**config.mk**
```make
export PLATFORM = sky130hd
export DESIGN_NAME = press_counter
export DESIGN_NICKNAME = d
export VERILOG_FILES = /design/src/rtl/press_counter_pkg.sv /design/src/rtl/btn_sync.sv /design/src/rtl/press_counter.sv
export SDC_FILE = /design/constraint.sdc
export NUM_CORES = 1
export LEC_CHECK = 0
export ABC_CLOCK_PERIOD_IN_PS = 2100
export BUFFER_PORTS_ARGS = -buffer_cell sky130_fd_sc_hd__buf_4
export CAP_MARGIN = 15
export CORE_MARGIN = 5
export CORE_UTILIZATION = 50
export CTS_CLUSTER_SIZE = 12
export DETAILED_ROUTE_END_ITERATION = 8
export PLACE_DENSITY = 0.71
export RECOVER_POWER = 25
export SETUP_SLACK_MARGIN = 0.1
export SYNTH_ARGS = -nofsm -noshare
export SYNTH_HDL_FRONTEND = slang
export SYNTH_SLANG_ARGS = --single-unit
```
**constraint.sdc**
```tcl
create_clock -name clk -period 2.1 [get_ports clk]
set_input_delay 0.105 -clock clk [delete_from_list [all_inputs] [get_ports clk]]
set_output_delay 0.105 -clock clk [all_outputs]
set_load 0.02 [all_outputs]
```
**src/rtl/press_counter_pkg.sv**
```systemverilog
// press_counter_pkg: shared constants and state encoding for the press counter.
// Holds the default debounce/long-press cycle counts (12 MHz board clock) and
// the 2-bit FSM encoding used by press_counter.
package press_counter_pkg;

  // 10 ms and 0.5 s at 12 MHz
  localparam int DEB_CYCLES_DEFAULT  = 120000;
  localparam int LONG_CYCLES_DEFAULT = 6000000;

  localparam logic [1:0] ST_IDLE        = 2'd0;
  localparam logic [1:0] ST_DEB_PRESS   = 2'd1;
  localparam logic [1:0] ST_PRESSED     = 2'd2;
  localparam logic [1:0] ST_DEB_RELEASE = 2'd3;

  typedef enum logic [1:0] {
    IDLE        = ST_IDLE,
    DEB_PRESS   = ST_DEB_PRESS,
    PRESSED     = ST_PRESSED,
    DEB_RELEASE = ST_DEB_RELEASE
  } state_t;

  // Counter width able to hold 0..n-1, never narrower than one bit
  function automatic int cnt_width(input int n);
    return (n > 1) ? $clog2(n) : 1;
  endfunction

endpackage

```
**src/rtl/btn_sync.sv**
```systemverilog
// btn_sync: two-flop synchronizer for the raw, active-low push button.
// Both flops reset to 1 (button released); btn_s is the active-high
// "pressed" level in the clk domain.
module btn_sync (
  input  logic clk,
  input  logic rst,
  input  logic btn_n,
  output logic btn_s
);

  logic [1:0] sync_q;

  // Shift the asynchronous button level through two flops
  always_ff @(posedge clk or posedge rst) begin
    if (rst) begin
      sync_q <= 2'b11;
    end else begin
      sync_q <= {sync_q[0], btn_n};
    end
  end

  assign btn_s = ~sync_q[1];

endmodule

```
**src/rtl/press_counter.sv**
```systemverilog
// press_counter: debounced push-button press counter.
// A bouncing active-low button is synchronized, debounced by a four-state
// FSM, and each qualified press bumps the 4-bit led count (mod 16) with a
// one-cycle press_pulse. Optional feature, macro PRESS_COUNTER_LONG_CLR_EN:
// holding the button LONG_CYCLES cycles emits one long_pulse and clears led.
module press_counter
  import press_counter_pkg::*;
#(
  parameter int DEB_CYCLES  = DEB_CYCLES_DEFAULT,
  parameter int LONG_CYCLES = LONG_CYCLES_DEFAULT
) (
  input  logic       clk,
  input  logic       rst,
  input  logic       btn_n,
  output logic [3:0] led,
  output logic       press_pulse,
  output logic       long_pulse,
  output logic       busy
);

  localparam int             DW       = cnt_width(DEB_CYCLES);
  localparam logic [DW-1:0]  DEB_LAST = DW'(DEB_CYCLES - 1);

  if (DEB_CYCLES < 2 || LONG_CYCLES < 2) begin : g_bad_params
    $error("press_counter: DEB_CYCLES and LONG_CYCLES must be at least 2");
  end

  logic          btn_s;
  state_t        state;
  logic [DW-1:0] deb_cnt;

`ifdef PRESS_COUNTER_LONG_CLR_EN
  localparam int            HW        = cnt_width(LONG_CYCLES);
  localparam logic [HW-1:0] HOLD_LAST = HW'(LONG_CYCLES - 1);

  logic [HW-1:0] hold_cnt;
  logic          long_done;   // long_pulse already issued for this press
`else
  assign long_pulse = 1'b0;
`endif

  btn_sync u_btn_sync (
    .clk   (clk),
    .rst   (rst),
    .btn_n (btn_n),
    .btn_s (btn_s)
  );

  // Debounce FSM with registered led count, strobes and busy flag
  // NOTE: every register here is assigned with <= so all of them sample the
  // pre-edge values of state/counters, exactly like the hardware does.
  always_ff @(posedge clk or posedge rst) begin
    if (rst) begin
      state       <= IDLE;
      deb_cnt     <= '0;
      led         <= '0;
      press_pulse <= 1'b0;
      busy        <= 1'b0;
`ifdef PRESS_COUNTER_LONG_CLR_EN
      hold_cnt    <= '0;
      long_done   <= 1'b0;
      long_pulse  <= 1'b0;
`endif
    end else begin
      press_pulse <= 1'b0;
`ifdef PRESS_COUNTER_LONG_CLR_EN
      long_pulse  <= 1'b0;
`endif
      case (state)
        IDLE: begin
          if (btn_s) begin
            state   <= DEB_PRESS;
            deb_cnt <= '0;
            busy    <= 1'b1;
          end
        end

        DEB_PRESS: begin
          if (!btn_s) begin
            state <= IDLE;
            busy  <= 1'b0;
          end else if (deb_cnt == DEB_LAST) begin
            state       <= PRESSED;
            press_pulse <= 1'b1;
            led         <= led + 4'd1;
`ifdef PRESS_COUNTER_LONG_CLR_EN
            hold_cnt    <= '0;
            long_done   <= 1'b0;
`endif
          end else begin
            deb_cnt <= deb_cnt + 1'b1;
          end
        end

        PRESSED: begin
          if (!btn_s) begin
            state   <= DEB_RELEASE;
            deb_cnt <= '0;
          end
`ifdef PRESS_COUNTER_LONG_CLR_EN
          else if (hold_cnt == HOLD_LAST) begin
            // Counter saturates here; long_done limits it to one strobe
            if (!long_done) begin
              long_pulse <= 1'b1;
              led        <= '0;
              long_done  <= 1'b1;
            end
          end else begin
            hold_cnt <= hold_cnt + 1'b1;
          end
`endif
        end

        DEB_RELEASE: begin
          // A bounce back to pressed resumes the hold count where it was
          if (btn_s) begin
            state <= PRESSED;
          end else if (deb_cnt == DEB_LAST) begin
            state <= IDLE;
            busy  <= 1'b0;
          end else begin
            deb_cnt <= deb_cnt + 1'b1;
          end
        end
      endcase
    end
  end

  // Press and long strobes come from different states, so never coincide
  a_no_simultaneous_strobes : assert property (
    @(posedge clk) disable iff (rst) !(press_pulse && long_pulse)
  );

endmodule

```
Word-level counts from Yosys, hierarchy flattened
Cells that the tools add are included.
{ "op_classes": {"n_addsub": 2, "eq_ne": 12, "muxes": 21, "bitwise_logic": 1, "reduce_logical": 6} }
{ "ops": {"columns": ["operator", "n"], "rows": [
  ["17-bit 2-to-1 mux", 5],
  ["17-bit case mux with 4 select lines", 1],
  ["17-bit by 1-bit adder with 17-bit output (second input constant)", 1],
  ["17-bit == test (second input constant)", 1],
  ["2-bit 2-to-1 mux", 6],
  ["2-bit case mux with 4 select lines", 1],
  ["4-bit AND reduction", 2],
  ["1-bit 2-to-1 mux", 7],
  ["2-bit by 1-bit != test with 1-bit output (second input constant)", 3],
  ["2-bit != test (second input constant)", 3],
  ["5-bit AND reduction", 1],
  ["4-bit by 1-bit adder with 4-bit output (second input constant)", 1],
  ["2-bit == test (second input constant)", 2],
  ["3-bit by 2-bit != test with 1-bit output (second input constant)", 1],
  ["3-bit != test (second input constant)", 1],
  ["1-bit case mux with 3 select lines", 1],
  ["3-bit AND reduction", 1],
  ["3-bit nonzero test", 1],
  ["2-bit by 1-bit == test with 1-bit output (second input constant)", 1],
  ["2-bit logical NOT", 1],
  ["1-bit NOT", 1]
]} }
{ "word_totals": {"reg_bits": 27, "inputBits": 3, "out_inout_bits": 7, "elab_cells": 48} }

Longest topological paths before layout
Gate-level depths: netlist of the first run.
{ "logic_depth": {"ltp_word": 4, "mapped_depth": 7, "mapped_depth_nobuf": 6} }

Cells and area by module
From an unflattened synthesis of the first run, not the netlist that was laid out.
{ "hier_totals": {"cells_unflattened": 154, "area_unflattened_um2": 1490.2} }
{ "modules_own_cells": {"columns": ["module", "n_inst", "cells_per_inst", "area_each_um2", "seq_area_each_um2"], "rows": [
  ["press_counter", 1, 150, 1430.1, 625.6],
  ["btn_sync", 1, 4, 60.1, 52.6]
]} }

Worst setup path after synthesis of the first run
OpenSTA, ideal clock, no wires.
{ "synth_timing": {"kind": "reg-to-reg", "from": "reg deb_cnt[0]", "to": "reg led[1]", "t_arrival_ns": 2.053, "path_slack_ns": -0.078, "stages_incl_launch_ff": 7, "synth_period_minus_slack_ns": 2.178, "cell_sequence": "dfrtp_1 -> ha_1 -> nand3_4 -> or4_4 -> buf_6 -> or3_4 -> mux2_4"} }
{ "synth_via": {"elab_chain_len": 2} }
{ "synth_lines": {"columns": ["item", "line_no", "text"], "rows": [
  ["start, declared", "press_counter.sv:30", "logic [DW-1:0] deb_cnt;"],
  ["start signal, assigned", "press_counter.sv:91", "deb_cnt <= deb_cnt + 1'b1;"],
  ["start signal, assigned", "press_counter.sv:122", "deb_cnt <= deb_cnt + 1'b1;"],
  ["17-bit == test", "press_counter.sv:82", "end else if (deb_cnt == DEB_LAST) begin"],
  ["3-bit AND reduction (no line)", null, null],
  ["end signal, assigned", "press_counter.sv:85", "led <= led + 4'd1;"],
  ["end, declared", "press_counter.sv:15", "output logic [3:0] led,"]
]} }
Every way passes these cells.
A chain may end at the register's enable or synchronous reset.

Final worst setup path of the first run
Ends and elaborated chain as after synthesis.

==> results of run 1 <==
-- cell usage in the layout (no fill, tap or decap), types with 2 or more instances in the layout --
master,Yosys,routed
dfrtp_1,25,23
buf_4,1,17
nand2_1,12,12
inv_1,10,10
nor3_1,9,9
nor2_1,8,8
nand4_1,8,8
nand3_1,6,6
o21ai_0,6,6
nor4_1,6,6
mux2i_1,5,5
o211ai_1,5,5
clkbuf_4,0,5
o2bb2ai_1,3,3
a32o_1,3,3
xor2_1,3,3
a31oi_1,3,3
nand2b_1,2,2
or3_1,2,2
o41ai_1,2,2
a211o_1,2,2
dfrtp_2,0,2
dlygate4sd3_1,0,2
-- worst max-delay path, cell delays in order, from the launching register on --
cell and delay [ns]:
dfrtp_1 0.46, ha_4 0.18, nand3_4 0.07, or4_4 0.47
or3_4 0.37, mux2_4 0.30
-- registers in the layout (all words and copies together) (netlist names), named ones only --
signal,flops
press_pulse,1
u_btn_sync.sync_q,2
busy,1
state,1
led,4
deb_cnt,17
-- cell usage after synthesis (2+ instances only) --
master,count
or3_1,2
ha_1,2
a31oi_1,3
xor2_1,3
xnor2_1,2
mux2i_1,5
a211o_1,2
nor2_1,8
nor3_1,9
o211ai_1,5
a32o_1,3
nand2b_1,2
o21ai_0,6
dfrtp_1,25
nand3_1,6
o2bb2ai_1,3
o41ai_1,2
nor4_1,6
dfstp_2,2
nand2_1,12
nand4_1,8
clkbuf_1,5
inv_1,10
-- cells by family (layout without fill, tap and decap cells) --
family                     after synthesis  after routing  share of synthesized area, %
muxes                                    6              6                          4.41
DFF                                     27             27                          45.9
AOI/OAI and AO/OA                       31             31                          15.7
other                                    1              1                         0.254
xor gates and xnor gates                 5              5                          2.97
adders and majority gates                2              2                          1.69
and+or+nand+nor                         62             62                          23.5
buffers and inverters                   19             37                          5.59
-- power breakdown --
group | total (W) | internal (W) | switching (W)
clock | 0.000224 | 0.0000745 | 0.000150
combinational | 0.0000874 | 0.0000349 | 0.0000525
sequential | 0.000552 | 0.000535 | 0.0000172
-- routing by layer --
metal	global-route usage (%)	vias up
met5	0	-
met4	7.92	0
met3	3.68	2
met2	31.1	29
met1	23.7	621
li1	-	606
-- metrics by stage --
| stage | hold WS [ns] | setup slack [ns] | utilization [%] | power, W | instances |
|---|---|---|---|---|---|
| final | 0.375 | 0.157 | 60.2 | 0.000864 | 202 |
| after global routing | 0.381 | 0.106 | 60.2 | 0.000922 | 202 |
| after CTS | 0.371 | 0.142 | 59.6 | 0.000875 | 201 |
| after detailed placement | 0.197 | 0.160 | 57.9 | 0.000646 | 195 |
| after global placement | 0.190 | 0.199 | 57.9 | 0.000641 | 195 |
| after floorplan | 0.109 | 0.104 | - | 0.000617 | 153 |
-- worst min-delay path by stage --
stage                                      end  slack, ns            startpoint  depth (start not counted)
finish              asynchronous set/reset pin       0.38                   rst                          4
global route              u_btn_sync.sync_q[1]       0.38  u_btn_sync.sync_q[0]                          0
CTS                                       busy       0.37                   rst                          4
detailed placement                        busy       0.20                   rst                          3
global placement                   deb_cnt[14]       0.19                   rst                          3
floorplan                 u_btn_sync.sync_q[0]       0.11                 btn_n                          0
-- final cells by class --
| class | count | area, sq um | share of cell area [%] |
|---|---|---|---|
| flip-flops and latches | 27 | 681 | 40.3 |
| well taps | 31 | 38.8 | 2.30 |
| inverters | 12 | 45.0 | 2.67 |
| multi-input cells | 107 | 736 | 43.6 |
| clock buffers | 4 | 26.3 | 1.56 |
| repair buffers | 21 | 163 | 9.63 |
-- timing repair --
action | 4_1_cts | 5_1_grt
buffers inserted | 0 | 1
hold buffers | 2 | 0
gates resized for setup | 0 | 3
endpoints found under the setup margin | 0 | 4
endpoints found under the hold margin | 26 | 0
==> results.yml, run 1 <==
power:
  vdd_drop_max_uv: 420
  p_leak_nw: 0.718
  pwr_density_cell_nw_per_um2: 511
final_layout:
  final_area_sq_um: 1690
  syn_to_final_growth_pct: 14.4
  drive_gt1_share_pct: 19.9
  fill_cells: 232
  antenna_cells: 0
  layout.nets: 177
timing:
  slew_violations: 0
  hold_viol_final: 0
  fin_skew_ns: 0.00619
  setup_viol: 0
  finalSetupTns_ns: 0
  period_share_pct: 92.5
  fin_crit_ns: 1.94
  timing.fmax_mhz: 515
  rsz0062_at_grt: "no"
cts:
  clkSinkCount: 27
  cts.clk_slew.worst_paths_ns: 0.14
  cts_tree: "built"
  insertion_delay_ns: 0.33
  htree_levels: 1
  root_buffer: "clkbuf_4"
  cts_buffer_depth: 2
  cts_made_buffers: 3
yosys:
  syn_area_sq_um: 1480
  synth_edf_count: 0
  synth.avg_cell_area_sq_um: 9.65
  synth_area_leaders: "dfrtp_1 42%, dfstp_2 3.6%, mux2i_1 3.4%, nand4_1 3.4%, nor3_1 3.1%"
  synth.net_count: 158
  ys.flop_type: "dfrtp_1"
  ys_seq_area_share_pct: 45.9
  yosys.area.top_type: "dfrtp_1"
  synth-async-reset-ratio_pct: 100
  synth_warnings: 0
  synthDistinctLibCells: 45
  ys_ff_latch: 27
  synth.top_cell.area_share_pct: 42.4
  synthCells: 153
route:
  first_pass_iters: 4
  met1_length_um: 1500
  top_layer: "met4"
  first_iter_violations: 97
  ant_nets: 0
  route.met2.wl_um: 1720
  avgRoutedWirePerCell_um: 16.8
  routed_via_density: 6.23
  wl_met3_um: 156
  vias: 1258
  route.detailed.drc: 0
  totalWireLength_um: 3400
worst_setup_path:
  worst_ep_required_time_ns: 2.33
  cp-end-kind: "flop"
  path_class: "reg -> reg"
  r2r_start: "deb_cnt[0]"
  cp_max_fo: 6
  crit_path_end: "led[1]"
  r2r_cells: 5
  startpoint_type: "flop"
  rrSetupSlack_ns: 0.16
  r2r_end: "led[1]"
  cp.arrival_ns: 2.17
  crit_start: "deb_cnt[0]"
global_routing:
  grt_pass1_vias: 1267
  track_usage_pct: 18.7
  grt-ovfl-total: 0
  grt_pass1_wl_um: 6020
  antenna_found_initial: 0
  grt_max_degree: 28
floorplanning:
  dieArea_sq_um: 4140
  coreArea_sq_um: 2810
  ios: 10
  rows: 19
  dieWidth_um: 64.3
  start_util_pct: 52.6
  fp.dieH_um: 64.3
placed_design:
  gp_congestion: 0.884
  place_hpwl_um: 2400
  placed_area_sq_um: 1630
  io_buffers: 8
worst_hold_path:
  worstHoldPathType: "in -> async"
job:
  drv_cap: 0
status:
  status: "finished clean"
(Power assumes the default switching activity.)
==> inputs of run 2 (changes only) <==
- ABC_CLOCK_PERIOD_IN_PS: 2100 -> 1780
- SYNTH_HIERARCHICAL: not set -> 1
- clock period: 2.1 -> 1.78 ns (I/O delays scaled with it)
==> run 2 against run 1 <==
The run now ends with negative setup slack left. Cell count up 11%. Critical endpoint is now deb_cnt[12]. Routed wire length up 14%. Sequential cell count unchanged.
==> results.yml, run 2 <==
status:
  status: "complete, but fails checks"
  violations: "negative setup slack"
yosys:
  synth.avg_cell_area_sq_um: 9.68
  syn_area_sq_um: 1490
  synth-async-reset-ratio_pct: 100
  yosysMostFrequentCell: "dfrtp_1"
  synthCells: 154
  synth_warnings: 6
  synthDistinctLibCells: 46
  ys_seq_area_share_pct: 45.5
  synth.top_cell.area_share_pct: 42.0
  synth.net_count: 159
  yosys-top-cells-count: "25 x dfrtp_1, 14 x nand2_1, 11 x nand3_1"
  yosys.area.top_type: "dfrtp_1"
  ys.flop_type: "dfrtp_1"
  ys_ff_latch: 27
  synth_edf_count: 0
  synth_area_leaders: "dfrtp_1 42%, nand3_1 3.7%, dfstp_2 3.5%, nand2_1 3.5%, a21oi_1 3.4%"
floorplanning:
  ios: 10
  dieArea_sq_um: 4170
  dieWidth_um: 64.6
  coreArea_sq_um: 2810
  start_util_pct: 53.1
  rows: 19
  fp.dieH_um: 64.6
global_routing:
  track_usage_pct: 18.6
  grt-ovfl-total: 0
  grt_max_degree: 26
  grt_pass1_vias: 1311
  grt_pass1_wl_um: 6050
  antenna_found_initial: 0
worst_setup_path:
  r2r_start: "deb_cnt[1]"
  path_class: "reg -> reg"
  cp-end-kind: "flop"
  cp_max_fo: 5
  worst_ep_required_time_ns: 2.05
  crit_start: "deb_cnt[1]"
  startpoint_type: "flop"
  cp.arrival_ns: 2.09
timing:
  setup_viol: 7
  fin_skew_ns: 0.00453
  rsz0062_at_grt: "yes"
  slew_violations: 0
  timing.fmax_mhz: 548
  fin_crit_ns: 1.82
  fin_ws_ns: -0.0447
  tightest_slew_ns: 0.629
  period_share_pct: 103
  slew_headroom_pct: 58.1
  hold_viol_final: 0
cts:
  insertion_delay_ns: 0.33
  cts.clk_slew.worst_paths_ns: 0.15
  root_buffer: "clkbuf_4"
  htree_levels: 1
  cts_made_buffers: 3
  cts_tree: "built"
  cts_buffer_depth: 2
  clkSinkCount: 27
final_layout:
  top_register: "deb_cnt"
  reg_top3: "deb_cnt (17), led (4), u_btn_sync/sync_q (2)"
  largest_reg_flops: 17
  stdcell_count: 225
  syn_to_final_growth_pct: 29.6
  final_common_cell: "buf_4"
  layout.nets: 200
  antenna_cells: 0
  drive_gt1_share_pct: 37.6
  layout_common_cells: "34 x buf_4, 25 x dfrtp_1, 14 x nand2_1"
power:
  power_w: 0.00104
  pwr_density_cell_nw_per_um2: 539
  p_leak_nw: 0.858
  vdd_drop_max_uv: 479
route:
  vias: 1364
  avgRoutedWirePerCell_um: 17.2
  first_pass_iters: 4
  first_iter_violations: 64
  ant_nets: 0
  route.detailed.drc: 0
  routed_via_density: 6.06
  totalWireLength_um: 3870
placed_design:
  gp_congestion: 0.868
  place_hpwl_um: 2610
  io_buffers: 8
  pre_cts_ws_ns: -0.0551
  place_inst: 211
worst_hold_path:
  worstHoldPathType: "in -> async"
job:
  drv_cap: 0
-- run 2: changes by cell type in the layout (fill, tap and decap cells not counted), moves of 4 or more --
cell and change:
buf_4 +17, a21oi_1 +8, mux2i_1 -4, nand3_1 +5
nor4_1 -6, nor3_1 -9, nand4b_1 +4
-- run 2: final cells by class --
class / instances / area [sq um]
clock buffer: 3 / 22.5
timing repair buffer: 40 / 307
sequential: 27 / 678
multi-input combinational: 114 / 846
fill: 220 / 875
tap: 31 / 38.8
clock inverter: 1 / 5.00
inverter: 9 / 33.8
-- run 2: worst paths after layout --
path	to	slack (ns)	depth (start not counted)
min in group clk	u_btn_sync/sync_q[1]	0.37	0
max in group asynchronous	deb_cnt[9]	0.89	4
max reg2reg	deb_cnt[12]	-0.04	6
max	deb_cnt[12]	-0.04	6
min reg2reg	u_btn_sync/sync_q[1]	0.37	0
min	u_btn_sync/sync_q[1]	0.33	3
-- run 2: repair_timing --
item                       in CTS  in global routing
buffers inserted                7                  2
setup endpoints to repair      17                 23
gates cloned                    1                  0
resized for setup               7                 14
hold buffers                    2                  0
pin swaps                      10                  6
hold endpoints to repair       28                  0
-- run 2: report_power, final --
group	switching (W)	total (W)	internal, W	leakage, nW
logic	0.0000711	0.000127	0.0000561	0.477
clock network	0.000185	0.000270	0.0000845	0.0177
registers	0.0000151	0.000644	0.000629	0.364
-- run 2: worst max-delay path, stage by stage (launching register included) --
cell and delay [ns]:
dfrtp_1 0.42, ha_4 0.17, nand4b_1 0.12, or4_4 0.59, o21ai_4 0.26, a21oi_2 0.07, mux2i_1 0.13
-- run 2: stage by stage --
step,cell area (sq um),hold WS (ns),utilization [%],TNS [ns]
3_5_place_dp,1720,0.133,61.4,-0.142
2_1_floorplan,1490,0.000500,-,0
5_1_grt,1930,0.305,68.8,-0.901
3_3_place_gp,1720,0.125,61.4,-0.00224
4_1_cts,1850,0.323,65.8,-0.149
6_report,1930,0.330,68.8,-0.214
-- run 2: logic make-up after synthesis --
family	after synthesis	synth area share, %
DFF	27	45.5
adders and majority gates	2	1.68
and+or+nand+nor	69	26.9
xor gates and xnor gates	6	4.03
muxes	4	2.94
buffers and inverters	14	5.12
AOI/OAI and AO/OA	31	13.6
other	1	0.252
-- run 2: routing by layer --
layer	track usage (%)	vias up	wire length (um)
li1	-	643	-
met1	23.9	679	1680
met2	32.7	36	1950
met3	2.76	6	184
met4	5.28	0	55
met5	0	-	0
